## src/rtl/program_counter_if.sv

```systemverilog
// Instruction-fetch bus between the core control/ALU and the program counter.
// The master drives control, ALU and LUT-write signals; the slave returns Pc and status.
interface program_counter_if #(
  parameter int PC_W  = 10,
  parameter int CNT_W = 16
);
  // Start, Stall, Halt, ConditionalBranch and LutWe are single-cycle level
  // qualifiers sampled on the rising Clk edge; there is no ready back-pressure.
  logic             Start;
  logic [PC_W-1:0]  StartAddr;
  logic             Stall;
  logic             Halt;
  logic             ConditionalBranch;
  logic [4:0]       ImmediateIn;
  logic             LutWe;
  logic [4:0]       LutAddr;
  logic [PC_W-1:0]  LutData;
  logic [PC_W-1:0]  Pc;
  logic             Running;
  logic             Done;
  logic [CNT_W-1:0] InstrCount;

  modport master (
    output Start, StartAddr, Stall, Halt, ConditionalBranch, ImmediateIn,
           LutWe, LutAddr, LutData,
    input  Pc, Running, Done, InstrCount
  );

  modport slave (
    input  Start, StartAddr, Stall, Halt, ConditionalBranch, ImmediateIn,
           LutWe, LutAddr, LutData,
    output Pc, Running, Done, InstrCount
  );
endinterface

```

## src/rtl/program_counter.sv

```systemverilog
// Program counter with 32-entry branch-target LUT, IDLE/RUN/HALTED sequencing and a
// saturating retired-instruction counter. Define PC_BRANCH_RELATIVE_EN for Pc-relative targets.
module program_counter #(
  parameter int PC_W  = 10,
  parameter int CNT_W = 16
) (
  input  logic                Clk,
  input  logic                ResetN,
  program_counter_if.slave    bus,
  output logic [1:0]          o_dbg_state
);

  typedef enum logic [1:0] {
    S_IDLE   = 2'd0,
    S_RUN    = 2'd1,
    S_HALTED = 2'd2
  } state_t;

  localparam logic [PC_W-1:0]  PC_ONE  = PC_W'(1);
  localparam logic [CNT_W-1:0] CNT_ONE = CNT_W'(1);

  state_t           r_state;
  state_t           w_next_state;
  logic [PC_W-1:0]  r_pc;
  logic [PC_W-1:0]  w_pc_next;
  logic [CNT_W-1:0] r_cnt;
  logic [CNT_W-1:0] w_cnt_next;
  logic [CNT_W-1:0] w_cnt_sat;
  logic [PC_W-1:0]  r_lut [32];
  logic [PC_W-1:0]  w_lut_rd;
  logic [PC_W-1:0]  w_target;

  // Reading the register array directly gives the pre-write value on a same-cycle write.
  assign w_lut_rd = r_lut[bus.ImmediateIn];

`ifdef PC_BRANCH_RELATIVE_EN
  assign w_target = r_pc + w_lut_rd;
`else
  assign w_target = w_lut_rd;
`endif

  assign w_cnt_sat = (r_cnt == {CNT_W{1'b1}}) ? r_cnt : r_cnt + CNT_ONE;

  always_comb begin
    w_next_state = r_state;
    w_pc_next    = r_pc;
    w_cnt_next   = r_cnt;
    unique case (r_state)
      S_IDLE, S_HALTED: begin
        if (bus.Start) begin
          w_next_state = S_RUN;
          w_pc_next    = bus.StartAddr;
          w_cnt_next   = '0;
        end
      end
      S_RUN: begin
        // Stall freezes everything, deferring Halt and branch until it drops.
        if (!bus.Stall) begin
          w_cnt_next = w_cnt_sat;
          if (bus.Halt) begin
            w_next_state = S_HALTED;
          end else if (bus.ConditionalBranch) begin
            w_pc_next = w_target;
          end else begin
            w_pc_next = r_pc + PC_ONE;
          end
        end
      end
      default: begin
        w_next_state = S_IDLE;
      end
    endcase
  end

  always_ff @(posedge Clk or negedge ResetN) begin
    if (!ResetN) begin
      r_state <= S_IDLE;
      r_pc    <= '0;
      r_cnt   <= '0;
    end else begin
      r_state <= w_next_state;
      r_pc    <= w_pc_next;
      r_cnt   <= w_cnt_next;
    end
  end

  always_ff @(posedge Clk or negedge ResetN) begin
    if (!ResetN) begin
      for (int i = 0; i < 32; i++) begin
        r_lut[i] <= '0;
      end
    end else if (bus.LutWe) begin
      r_lut[bus.LutAddr] <= bus.LutData;
    end
  end

  assign bus.Pc         = r_pc;
  assign bus.InstrCount = r_cnt;
  assign bus.Running    = (r_state == S_RUN);
  assign bus.Done       = (r_state == S_HALTED);
  assign o_dbg_state    = r_state;

endmodule
```

## src/flat_wrapper.sv

```systemverilog
// flat-port wrapper written by rule: the top's interface ports become plain ports
module program_counter_flat 
#(
  parameter int PC_W  = 10,
  parameter int CNT_W = 16
)
  (Clk, ResetN, o_dbg_state, bus_Start, bus_StartAddr, bus_Stall, bus_Halt, bus_ConditionalBranch, bus_ImmediateIn, bus_LutWe, bus_LutAddr, bus_LutData, bus_Pc, bus_Running, bus_Done, bus_InstrCount);
  program_counter_if #(.PC_W(PC_W), .CNT_W(CNT_W)) bus_i ();
  input  logic Clk;
  input  logic ResetN;
  output logic [1:0] o_dbg_state;
  input wire logic [$bits(bus_i.Start)-1:0] bus_Start;
  input wire logic [$bits(bus_i.StartAddr)-1:0] bus_StartAddr;
  input wire logic [$bits(bus_i.Stall)-1:0] bus_Stall;
  input wire logic [$bits(bus_i.Halt)-1:0] bus_Halt;
  input wire logic [$bits(bus_i.ConditionalBranch)-1:0] bus_ConditionalBranch;
  input wire logic [$bits(bus_i.ImmediateIn)-1:0] bus_ImmediateIn;
  input wire logic [$bits(bus_i.LutWe)-1:0] bus_LutWe;
  input wire logic [$bits(bus_i.LutAddr)-1:0] bus_LutAddr;
  input wire logic [$bits(bus_i.LutData)-1:0] bus_LutData;
  output wire logic [$bits(bus_i.Pc)-1:0] bus_Pc;
  output wire logic [$bits(bus_i.Running)-1:0] bus_Running;
  output wire logic [$bits(bus_i.Done)-1:0] bus_Done;
  output wire logic [$bits(bus_i.InstrCount)-1:0] bus_InstrCount;
  assign bus_i.Start = bus_Start;
  assign bus_i.StartAddr = bus_StartAddr;
  assign bus_i.Stall = bus_Stall;
  assign bus_i.Halt = bus_Halt;
  assign bus_i.ConditionalBranch = bus_ConditionalBranch;
  assign bus_i.ImmediateIn = bus_ImmediateIn;
  assign bus_i.LutWe = bus_LutWe;
  assign bus_i.LutAddr = bus_LutAddr;
  assign bus_i.LutData = bus_LutData;
  assign bus_Pc = bus_i.Pc;
  assign bus_Running = bus_i.Running;
  assign bus_Done = bus_i.Done;
  assign bus_InstrCount = bus_i.InstrCount;
  program_counter #(.PC_W(PC_W), .CNT_W(CNT_W)) u_core (.Clk(Clk), .ResetN(ResetN), .bus(bus_i), .o_dbg_state(o_dbg_state));
endmodule
```

## config.mk

```make
export PLATFORM = sky130hd
export DESIGN_NAME = program_counter_flat
export DESIGN_NICKNAME = d
export VERILOG_FILES = /design/src/rtl/program_counter_if.sv /design/src/rtl/program_counter.sv /design/src/flat_wrapper.sv
export SDC_FILE = /design/constraint.sdc
export NUM_CORES = 1
export LEC_CHECK = 0
export ABC_AREA = 0
export CAP_MARGIN = 10
export CORE_ASPECT_RATIO = 0.6
export CORE_UTILIZATION = 60
export DETAILED_ROUTE_END_ITERATION = 8
export HOLD_SLACK_MARGIN = 0.1
export PLACE_DENSITY = 0.82
export SYNTH_ARGS = -nofsm -noshare
export SYNTH_HDL_FRONTEND = slang
export SYNTH_SLANG_ARGS = --single-unit
```

## constraint.sdc

```tcl
create_clock -name Clk -period 3.3 [get_ports Clk]
set_input_delay 0.825 -clock Clk [delete_from_list [all_inputs] [get_ports Clk]]
set_output_delay 0.825 -clock Clk [all_outputs]
set_load 0.05 [all_outputs]
```

Word level (Yosys, flattened, before mapping)
Cells that the tools add are included.
- bits in registers: 348
- input port bits: 37
- output and inout bits: 30
- word-level logic and storage cells: 76
- $add $sub $neg: 2
- $lt $le $gt $ge: 3
- eq/ne operators: 8
- mux-type cells: 19
- bitwise logic cells: 2
- reduce and logical (&&, ||, !) cells: 7
- operators with widths (operator ; count):
    320-bit bitwise mux ; 1
    10-bit two-way mux ; 7
    10-bit binary-select mux with 5-bit select ; 1
    10-bit demux with 5-bit select ; 1
    16-bit two-way mux ; 3
    16-bit one-hot mux with 2 select lines ; 1
    10-bit one-hot mux with 2 select lines ; 1
    16-bit by 1-bit adder with 16-bit output, second input constant ; 1
    16-bit == test, second input constant ; 1
    6-bit greater-or-equal comparator, second input constant ; 2
    5-bit NOT with 6-bit output ; 2
    10-bit by 1-bit adder with 10-bit output, second input constant ; 1
    2-bit != test, second input constant ; 5
    4-bit AND reduction ; 2
    6-bit by 1-bit less-than comparator with 1-bit output, second input constant ; 1
    2-bit two-way mux ; 3
    2-bit one-hot mux with 2 select lines ; 1
    3-bit AND reduction ; 1
    2-bit by 1-bit == test with 1-bit output, second input constant ; 1
    2-bit == test, second input constant ; 1
    2-bit zero test ; 1
    2-bit nonzero test ; 1
    2-bit OR reduction ; 1
    1-bit logical AND ; 1

Longest topological paths before layout
Gate-level depths: netlist (run 1).
- word-level depth: 8
- mapped depth: 10
- gate-level depth less buffers: 6

Worst setup path after synthesis (run 1)
Ideal clock, no wire load.
- kind: register to output
- from: reg u_core.r_state[0], in the netlist u_core.o_dbg_state[0]
- to: out bus_Running
- arrival: 1717 ps
- data required time: 2475 ps
- path slack: 758 ps
- stages on the path, launching flop included: 5
- buffers on the path: 2
- cells stage by stage: dfrtp_1 -> buf_2 -> nand2b_1 -> inv_1 -> clkbuf_1
- word-level cells in the longest chain between the ends: 1
- ends and longest elaborated chain (element ; line ; text):
    start: declaration ; program_counter.sv:22 ; state_t r_state;
    start signal: assignment ; program_counter.sv:81 ; r_state <= w_next_state;
    2-bit by 1-bit == test with 1-bit output ; program_counter.sv:99 ; assign bus.Running = (r_state == S_RUN);
    end: declaration ; flat_wrapper.sv:22 ; output wire logic [$bits(bus_i.Running)-1:0] bus_Running;
Every way passes these cells.

Worst setup path in the final report (run 1)
Ends and elaborated chain as after synthesis.

==> results of run 1 <==
area by class of cell:
type                       instances  area [sq um]
sequential                       348          8710
fill                            1738          7740
multi-input combinational        701          7330
timing repair buffer             141          1300
clock buffer                      44           915
tap                              360           450
clock inverter                    14           183
inverter                           5          18.8
synthesized netlist by cell type (3+ instances only):
| cell type | count | share of area (%) |
|---|---|---|
| dfrtp_1 | 348 | 53 |
| mux2_2 | 324 | 22 |
| mux4_2 | 69 | 9.5 |
| clkbuf_1 | 49 | 1.1 |
| nand2_1 | 41 | 0.94 |
| nor2_1 | 36 | 0.82 |
| mux2i_1 | 19 | 1.2 |
| nor3_1 | 17 | 0.52 |
| o21ai_0 | 17 | 0.52 |
| a21oi_1 | 12 | 0.37 |
| buf_2 | 11 | 0.34 |
| nand3_1 | 11 | 0.34 |
| xnor2_1 | 11 | 0.59 |
| buf_4 | 9 | 0.41 |
| mux4_1 | 9 | 1.4 |
| nand3b_1 | 9 | 0.41 |
| nor2b_1 | 9 | 0.34 |
| nor2_2 | 8 | 0.31 |
| a31oi_1 | 7 | 0.27 |
| a22oi_1 | 6 | 0.27 |
| nor3b_1 | 6 | 0.27 |
| o211ai_1 | 6 | 0.27 |
| nand2b_1 | 5 | 0.19 |
| nand4_1 | 5 | 0.19 |
| inv_1 | 4 | 0.091 |
| o21a_1 | 4 | 0.18 |
| o221ai_1 | 4 | 0.21 |
| o22ai_1 | 4 | 0.15 |
| or2_2 | 4 | 0.15 |
| or3_1 | 4 | 0.15 |
| a211oi_1 | 3 | 0.14 |
| a221o_1 | 3 | 0.18 |
| and2_1 | 3 | 0.11 |
| and3_1 | 3 | 0.11 |
| buf_1 | 3 | 0.069 |
| o32ai_1 | 3 | 0.16 |
registers in the layout (all words and copies together) (netlist names):
register,cells
u_core.bus.InstrCount,16
u_core.r_lut,320
u_core.o_dbg_state,2
u_core.bus.Pc,10
layer usage:
metal	GRT usage (%)	vias up	part of all wire, %
li1	-	4460	-
met4	6.80	2	2.5
met3	11.1	89	11
met5	0	-	0.063
met2	44.4	549	41
met1	48.1	5614	45
worst min-delay path by stage:
stage,startpoint,to,depth (start not counted)
2_1_floorplan,u_core.r_lut[35],u_core.r_lut[35],1
3_3_place_gp,u_core.r_lut[147],u_core.r_lut[147],1
3_5_place_dp,u_core.r_lut[181],u_core.r_lut[181],1
4_1_cts,ResetN,u_core.r_lut[209],1
5_1_grt,ResetN,u_core.r_lut[239],1
6_report,ResetN,u_core.r_lut[209],1
report_power, final:
group          switching [mW]  internal (mW)
logic                    1.41           1.41
clock network            1.65           2.24
registers               0.594           5.11
through the flow:
stage	std cells	setup WS [ns]	utilization, %	power [mW]	instance area (sq um)
finish	1613	0.162	71.0	12.4	18900
global route	1613	0.0979	71.0	12.9	18900
CTS	1613	0.168	71.0	12.4	18900
detailed placement	1555	0.257	66.8	8.51	17800
global placement	1555	0.338	66.8	8.36	17800
floorplan	1128	0.758	-	7.48	16400
logic make-up (layout without fill, tap and decap cells):
group / count (synthesis) / after routing / synth area share, %
flip-flops: 348 / 348 / 53.1
adder cells (fa/ha/maj): 2 / 2 / 0.152
XOR/XNOR: 11 / 11 / 0.587
buffers and inverters: 79 / 204 / 2.24
multiplexers: 422 / 422 / 34.4
AND/OR/NAND/NOR: 172 / 172 / 5.51
AO/OA/AOI/OAI: 94 / 94 / 4.06
cell usage in the layout (no fill, tap or decap), types with 4 or more instances in the layout:
| master | count |
|---|---|
| dfrtp_1 | 348 |
| mux2_2 | 324 |
| buf_4 | 70 |
| mux4_2 | 69 |
| clkdlybuf4s50_1 | 61 |
| nand2_1 | 41 |
| nor2_1 | 36 |
| clkbuf_16 | 31 |
| mux2i_1 | 19 |
| nor3_1 | 17 |
| o21ai_0 | 17 |
| a21oi_1 | 12 |
| nand3_1 | 11 |
| xnor2_1 | 11 |
| nor2b_1 | 9 |
| mux4_1 | 9 |
| nand3b_1 | 9 |
| clkbuf_8 | 9 |
| nor2_2 | 8 |
| a31oi_1 | 7 |
| buf_12 | 7 |
| o211ai_1 | 6 |
| a22oi_1 | 6 |
| nor3b_1 | 6 |
| clkinv_2 | 6 |
| nand2b_1 | 5 |
| nand4_1 | 5 |
| inv_1 | 4 |
| o221ai_1 | 4 |
| o22ai_1 | 4 |
| or2_2 | 4 |
| or3_1 | 4 |
| o21a_1 | 4 |
| bufinv_16 | 4 |
| clkbuf_1 | 4 |
worst reg2reg max path: stages (launching register included):
cell      delay [ns]
dfrtp_1         0.38
mux4_2          0.52
and2_1          0.21
a211oi_1        0.61
nor3_1          0.11
a221o_1         0.37
==> flow_results.org, run 1 <==
** STA
- Number of setup violations in the final report :: 0
- Between clock sinks in the finished design, the worst skew comes to about 0.0098 ns.
- The worst path needs approximately 3.1 ns of the cycle, external delays included.
- Final hold viol count :: 0
- Number of max-slew violations in the final report :: 0
- Headroom to the max-slew limit came out at between 20% and 30%.
- In the final timing run, aggregate negative setup slack is 0 ns.
- Achievable clock frequency :: 0.319 GHz
- Final hold analysis gives a worst-case slack of roughly 0.19 ns.
- Final period utilization :: a little over nine tenths
- Unrepaired setup endpoints after global routing :: false
- For the pin with the worst max-slew slack, the measured transition is between 1 and 1.5 ns.

** Clock network
- In this run the clock root is driven by a clkbuf_16.
- The clock passes through at most 3 buffers.
- The clock reaches the later pin of the worst-skew pair after a little under 0.6 ns.
- Buffers added to address setup during post-CTS repair amount to 0.
- Clock-pin slew reported for the worst setup and hold paths after clock tree synthesis :: 0.07 ns
- Number of levels the H-tree was split into :: 1
- For this design, the CTS-stage hold fixing added 0 buffers.
- TritonCTS Buffers :: 31
- TritonCTS built the clock tree.
- The clock drives 348 sinks.
- The number of gates resized after CTS was 0.

** GRT
- Remaining global-route overflow :: 0
- The number of global-route vias before repair came to 10,500.
- The first global-routing pass estimated ~66 mm of wire.
- Entering global routing, the biggest net connects 89 pins.
- The number of antenna violations at the first check in global routing came to 1.
- Global routing used approximately a third of the available tracks.

** Worst setup path
- Delay of the slowest cell on the worst path :: between 0.8 and 0.9 ns
- Reg-to-Reg Start :: u_core.r_lut[13]
- The worst setup path is launched from a flop.
- Worst Path Max Fanout :: 13
- Cell-by-cell trace of the critical path :: nand2b_1 > inv_1 > clkdlybuf4s50_1
- STA puts the critical path data arrival time at ~2.3 ns.
- Crit Path Class :: flop to output port
- The critical path starts at u_core.o_dbg_state[0].
- In this run the critical register-to-register path is captured at u_core.bus.Pc[3].
- STA classifies the critical path endpoint as an output port.
- The slowest stage of the critical path belongs to the cell clkdlybuf4s50_1.
- Top Family by Delay on Critical Path :: buffers and inverters
- Counting both buffers and inverters, the worst setup path holds a total of 2.
- Worst endpoint required time :: around 2.5 ns
- Setup crit end :: bus_Running
- In this run the register-to-register setup slack is between 0.9 and 1 ns.
- Critical path depth in cells :: 3
- FF-to-FF path depth :: 5

** Yosys
- Register area share after synthesis :: 53.1%
- #FFs+latches synth :: around 350
- The netlist uses 69 different library cells.
- Number of enable-type register cells in the synthesized netlist :: 0
- The mapped netlist covers around 16,000 sq um.
- Number of nets produced by synthesis :: between 1,000 and 1,500
- Synthesis produced about 1,100 cells.
- A synthesized cell averages between 10 and 15 sq um.
- Total number of yosys warnings :: 0
- Top FF cell, synth :: dfrtp_1
- Share of synthesized registers carrying an async set or reset :: 100%

** Cells and area
- Antenna fix cells :: 0
- Relative to the synthesized area, the layout overhead comes to 15.2%.
- In the final layout, the share of cells above drive strength 1 is between 40% and 50%.
- In the final design database the tool counted between 1,000 and 1,500 nets.

** Floorplan
- The total area inside the core boundary comes to between 20,000 and 30,000 sq um.
- The initialized floorplan defines 46 standard-cell rows.
- The initial utilization of the core area, before any placement, comes to roughly three fifths.
- Overall die height :: 130 um
- Horizontal die dimension :: ~220 um
- In this run the count of I/O pins placed on the die edge is 67.
- Area of the die :: about 28,000 sq um

** Drt
- First-pass DRT Iterations :: 9
- In this run, the number of DRC markers left after iteration 0 of detailed routing was ~1,100.
- After detailed routing, the number of remaining DRC violations is 0.
- Overall routed net length :: between 40 and 50 mm
- The count of nets left with antenna violations once routing finished came out at 0.
- Dividing the detail-routed wire length by the instance count gives roughly 26 um.
- The routed layout has 10,700 vias.
- In the routed layout, each cell is associated on average with a via count of ~6.6.

** Run status
- The run finished with clean final reports.

** Placed design
- Port Buffer Count :: 66
- At the end of routability-driven placement, the weighted congestion stood at 0.978.
- Half-perimeter wire length after placement :: roughly 29 mm

** Hold path
- The worst hold path belongs to the class input pin to async pin.

** Power
- In this run the static leakage power is 8.32 nW.
- Worst ir drop on vdd :: about 0.00045 V
- Dividing total power by cell area gives a power density of roughly 660 nW/um^2.

** Flow run
- Max-cap violations :: 0
Note: power is estimated with default switching activity, not from simulation.
==> run 2: changes to the inputs <==
--- a/config.mk
+++ b/config.mk
@@ -9,9 +9,11 @@
 export CAP_MARGIN = 10
 export CORE_ASPECT_RATIO = 0.6
 export CORE_UTILIZATION = 60
+export CTS_CLUSTER_SIZE = 10
 export DETAILED_ROUTE_END_ITERATION = 8
 export HOLD_SLACK_MARGIN = 0.1
 export PLACE_DENSITY = 0.82
+export RECOVER_POWER = 25
 export SYNTH_ARGS = -nofsm -noshare
 export SYNTH_HDL_FRONTEND = slang
 export SYNTH_SLANG_ARGS = --single-unit
==> flow_results.org, run 2 (synthesized netlist as in run 1, its figures left out) <==
** Drt
- The antenna violation net count after detailed routing came to 0 (unchanged).
- DRC violations left :: 0 (unchanged)
- Via count :: 10,600 (was 10,700)
- Overall routed net length :: 42.8 mm (was 42.7 mm)
- The detailed-route vias per instance is 6.64 (about the same).
- DR iter-0 viols :: 1,221 (was 1,122)
- First-pass DRT Iterations :: 5 (was 9)
- The routed length per instance is 26.8 um (was 26.5 um).

** Cells and area
- The diode insertion count for antenna repair is 0 (unchanged).
- The ratio of cells with drive above 1 in the final layout was 43.0% (was 43.5%).
- The flip-flop count of the largest register, all copies and words added is 320 (unchanged).
- Most common library cell in the layout ignoring fill and taps :: dfrtp_1 (unchanged)
- The number of fill cells came to 1,763 (was 1,738).
- The area growth from synthesis to final layout is 14.6% (was 15.2%).
- Area taken by flip-flops and latches :: 8710 sq um (unchanged)
- Register name with the most flops :: u_core.r_lut (unchanged)
- Commonest non-fill, non-tap cells in the layout :: dfrtp_1, mux2_2, mux4_2, buf_4, clkdlybuf4s50_1 (was dfrtp_1, mux2_2, buf_4, mux4_2, clkdlybuf4s50_1)
- The area used by multi-input combinational logic came to 7330 sq um (unchanged).
- The area of all placed cells without fillers was 18,800 sq um (was 18,900 sq um).
- Nets :: 1,276 (was 1,267)

** Clock network
- The number of buffers added for setup after CTS came to 0 (unchanged).
- Clock-pin slew reported for the worst setup and hold paths after clock tree synthesis :: 0.05 ns (was 0.07 ns)
- The number of buffers added to fix hold violations after cts is 0 (unchanged).
- Insertion delay of the later-clocked pin in the worst-skew pair :: 0.54 ns (was 0.58 ns)
- The clock tree root buffer cell was clkbuf_16 (unchanged).
- Number of cells upsized or downsized after cts :: 0 (unchanged)
- The number of buffers inserted during clock tree synthesis was 40 (was 31).
- CTS tree :: yes (unchanged)
- Number of levels the H-tree was split into :: 2 (was 1)
- Maximum number of buffers from clock root to sink :: 3 (unchanged)
- The number of sinks handled by clock tree synthesis was 348 (unchanged).

** Worst setup path
- Crit Path Class :: flop to output port (unchanged)
- The slowest cell on the critical path is clkdlybuf4s50_1 (unchanged).
- Cell-by-cell trace of the critical path :: nand2b_1 > inv_1 > clkdlybuf4s50_1 (unchanged)
- The startpoint type of the worst setup path was a flop (unchanged).
- Worst Path Max Fanout :: 13 (unchanged)
- The critical path data arrival time came to 2.25 ns (was 2.31 ns).
- The delay of the slowest cell on the worst path was 0.81 ns (about the same).
- The critical path endpoint category is an output port (unchanged).
- The worst path required time was 2.47 ns (about the same).
- The reg-to-reg setup timing slack came to 1.04 ns (was 0.99 ns).

** Run status
- Result of the run: finished with violations (was finished clean).
- Violated checks :: max-capacitance violations, max-slew violations

** Floorplan
- The I/O pin total was 67 (unchanged).
- Area of the die :: 28,000 sq um (unchanged)
- Overall die height :: 130 um (unchanged)
- The count of standard-cell rows came to 46 (unchanged).
- Total core area :: 26,600 sq um (unchanged)
- The initial standard-cell utilization of the core was 61.6% (unchanged).
- Horizontal die dimension :: 215 um (unchanged)

** STA
- Achievable clock frequency :: 0.326 GHz (was 0.319 GHz)
- Clock Skew :: 0.0179 ns (was 0.00982 ns)
- Transition time at the pin with the least slew margin :: 1.93 ns (was 1.05 ns)
- The clock period minus worst slack is 3.07 ns (was 3.14 ns).
- The setup violation total in the final timing report came to 0 (unchanged).
- Total negative setup slack :: 0 ns (unchanged)
- The count of endpoints failing hold in the final timing report was 0 (unchanged).
- The worst max-slew margin expressed relative to the limit is -28.5% (was 29.9%).
- The share of the clock period used by the worst path after layout was 93.1% (was 95.1%).
- Number of max-slew violations in the final report :: 73 (was 0)
- Unrepaired setup endpoints after global routing :: false (unchanged)

** Power
- Worst ir drop on vdd :: 0.000456 V (was 0.000452 V)
- The leakage power of the design came to 8.27 nW (was 8.32 nW).
- Power per cell area :: 655 nW/um^2 (was 657 nW/um^2)

** Placed design
- The weighted congestion reported at the end of routability-driven placement was 0.978 (unchanged).
- The number of buffer cells added on primary ports was 66 (unchanged).
- The detailed placement HPWL came to 28.7 mm (unchanged).
- The placed standard-cell area came to 17,800 sq um (unchanged).

** GRT
- Overall Global Routing Usage :: 31.9% (was 31.8%)
- The pin count of the biggest net entering global routing is 89 (unchanged).
- Number of global-route vias before repair :: 10,500 (about the same)
- Remaining global-route overflow :: 0 (unchanged)
- The number of antenna violations at the first check in global routing is 1 (unchanged).
- Wire length of the first global-routing pass :: 66.1 mm (about the same)

** Hold path
- The kind of path behind the tightest hold check was flop to flop (was input pin to async pin).

** Flow run
- The max-cap check violation count was 1 (was 0).
==> run 2: changes by cell type in the layout (fill, tap and decap cells not counted) <==
cell,previous run,this run
buf_4,70,68
clkinv_8,0,1
clkbuf_16,31,40
bufinv_16,4,0
clkbuf_4,0,2
clkinvlp_4,2,0
buf_8,1,0
clkbuf_1,4,2
clkbuf_8,9,1
clkbuf_2,0,1
clkinv_2,6,0
buf_12,7,5
clkinv_4,1,0
==> run 2: final timing paths <==
| kind | startpoint | to | depth (start not counted) |
|---|---|---|---|
| max | u_core.o_dbg_state[0] | bus_Running | 3 |
| min | u_core.r_lut[181] | u_core.r_lut[181] | 1 |
| max reg2reg | u_core.r_lut[3] | u_core.bus.Pc[3] | 5 |
| min reg2reg | u_core.r_lut[181] | u_core.r_lut[181] | 1 |
| max in group asynchronous | ResetN | u_core.r_lut[252] | 2 |
| min in group asynchronous | ResetN | u_core.r_lut[209] | 1 |
==> run 2: worst max-delay path: cells and delay by family (launching register included) <==
family                 cells  cell delay (ns)
DFF                        1             0.56
buffers and inverters      2             0.94
and+or+nand+nor            1             0.23
==> run 2: report_power, final <==
part	internal, mW	switching [mW]	total, mW	leakage, nW
registers	5.12	0.594	5.71	4.45
clock network	2.16	1.63	3.79	0.512
logic	1.40	1.41	2.81	3.31
==> run 2: per-layer routing <==
metal	GRT usage [%]	share of wire, %	vias to the layer above	routed length [um]
li1	-	-	4441	-
met3	10.7	11	80	4680
met2	44.9	42	533	17800
met4	7.30	2.1	0	893
met1	48.3	45	5556	19400
met5	0	0	-	0
==> run 2: through the flow <==
step / power [mW] / setup slack, ns / util, % / hold WS, ns / instances
CTS: 12.3 / 0.232 / 70.7 / 0.262 / 1598
global route: 12.8 / 0.0776 / 70.6 / 0.511 / 1598
finish: 12.3 / 0.229 / 70.6 / 0.498 / 1598
floorplan: 7.48 / 0.758 / - / 0.452 / 1128
global placement: 8.36 / 0.338 / 66.8 / 0.480 / 1555
detailed placement: 8.51 / 0.257 / 66.8 / 0.487 / 1555
==> run 2: area by class of cell <==
| class | instances | area share, % |
|---|---|---|
| Inverter | 5 | 0.0998 |
| Timing Repair Buffer | 141 | 6.69 |
| Tap cell | 360 | 2.39 |
| Sequential cell | 348 | 46.3 |
| Clock inverter | 2 | 0.133 |
| Clock buffer | 41 | 5.40 |
| Multi-Input combinational cell | 701 | 39.0 |
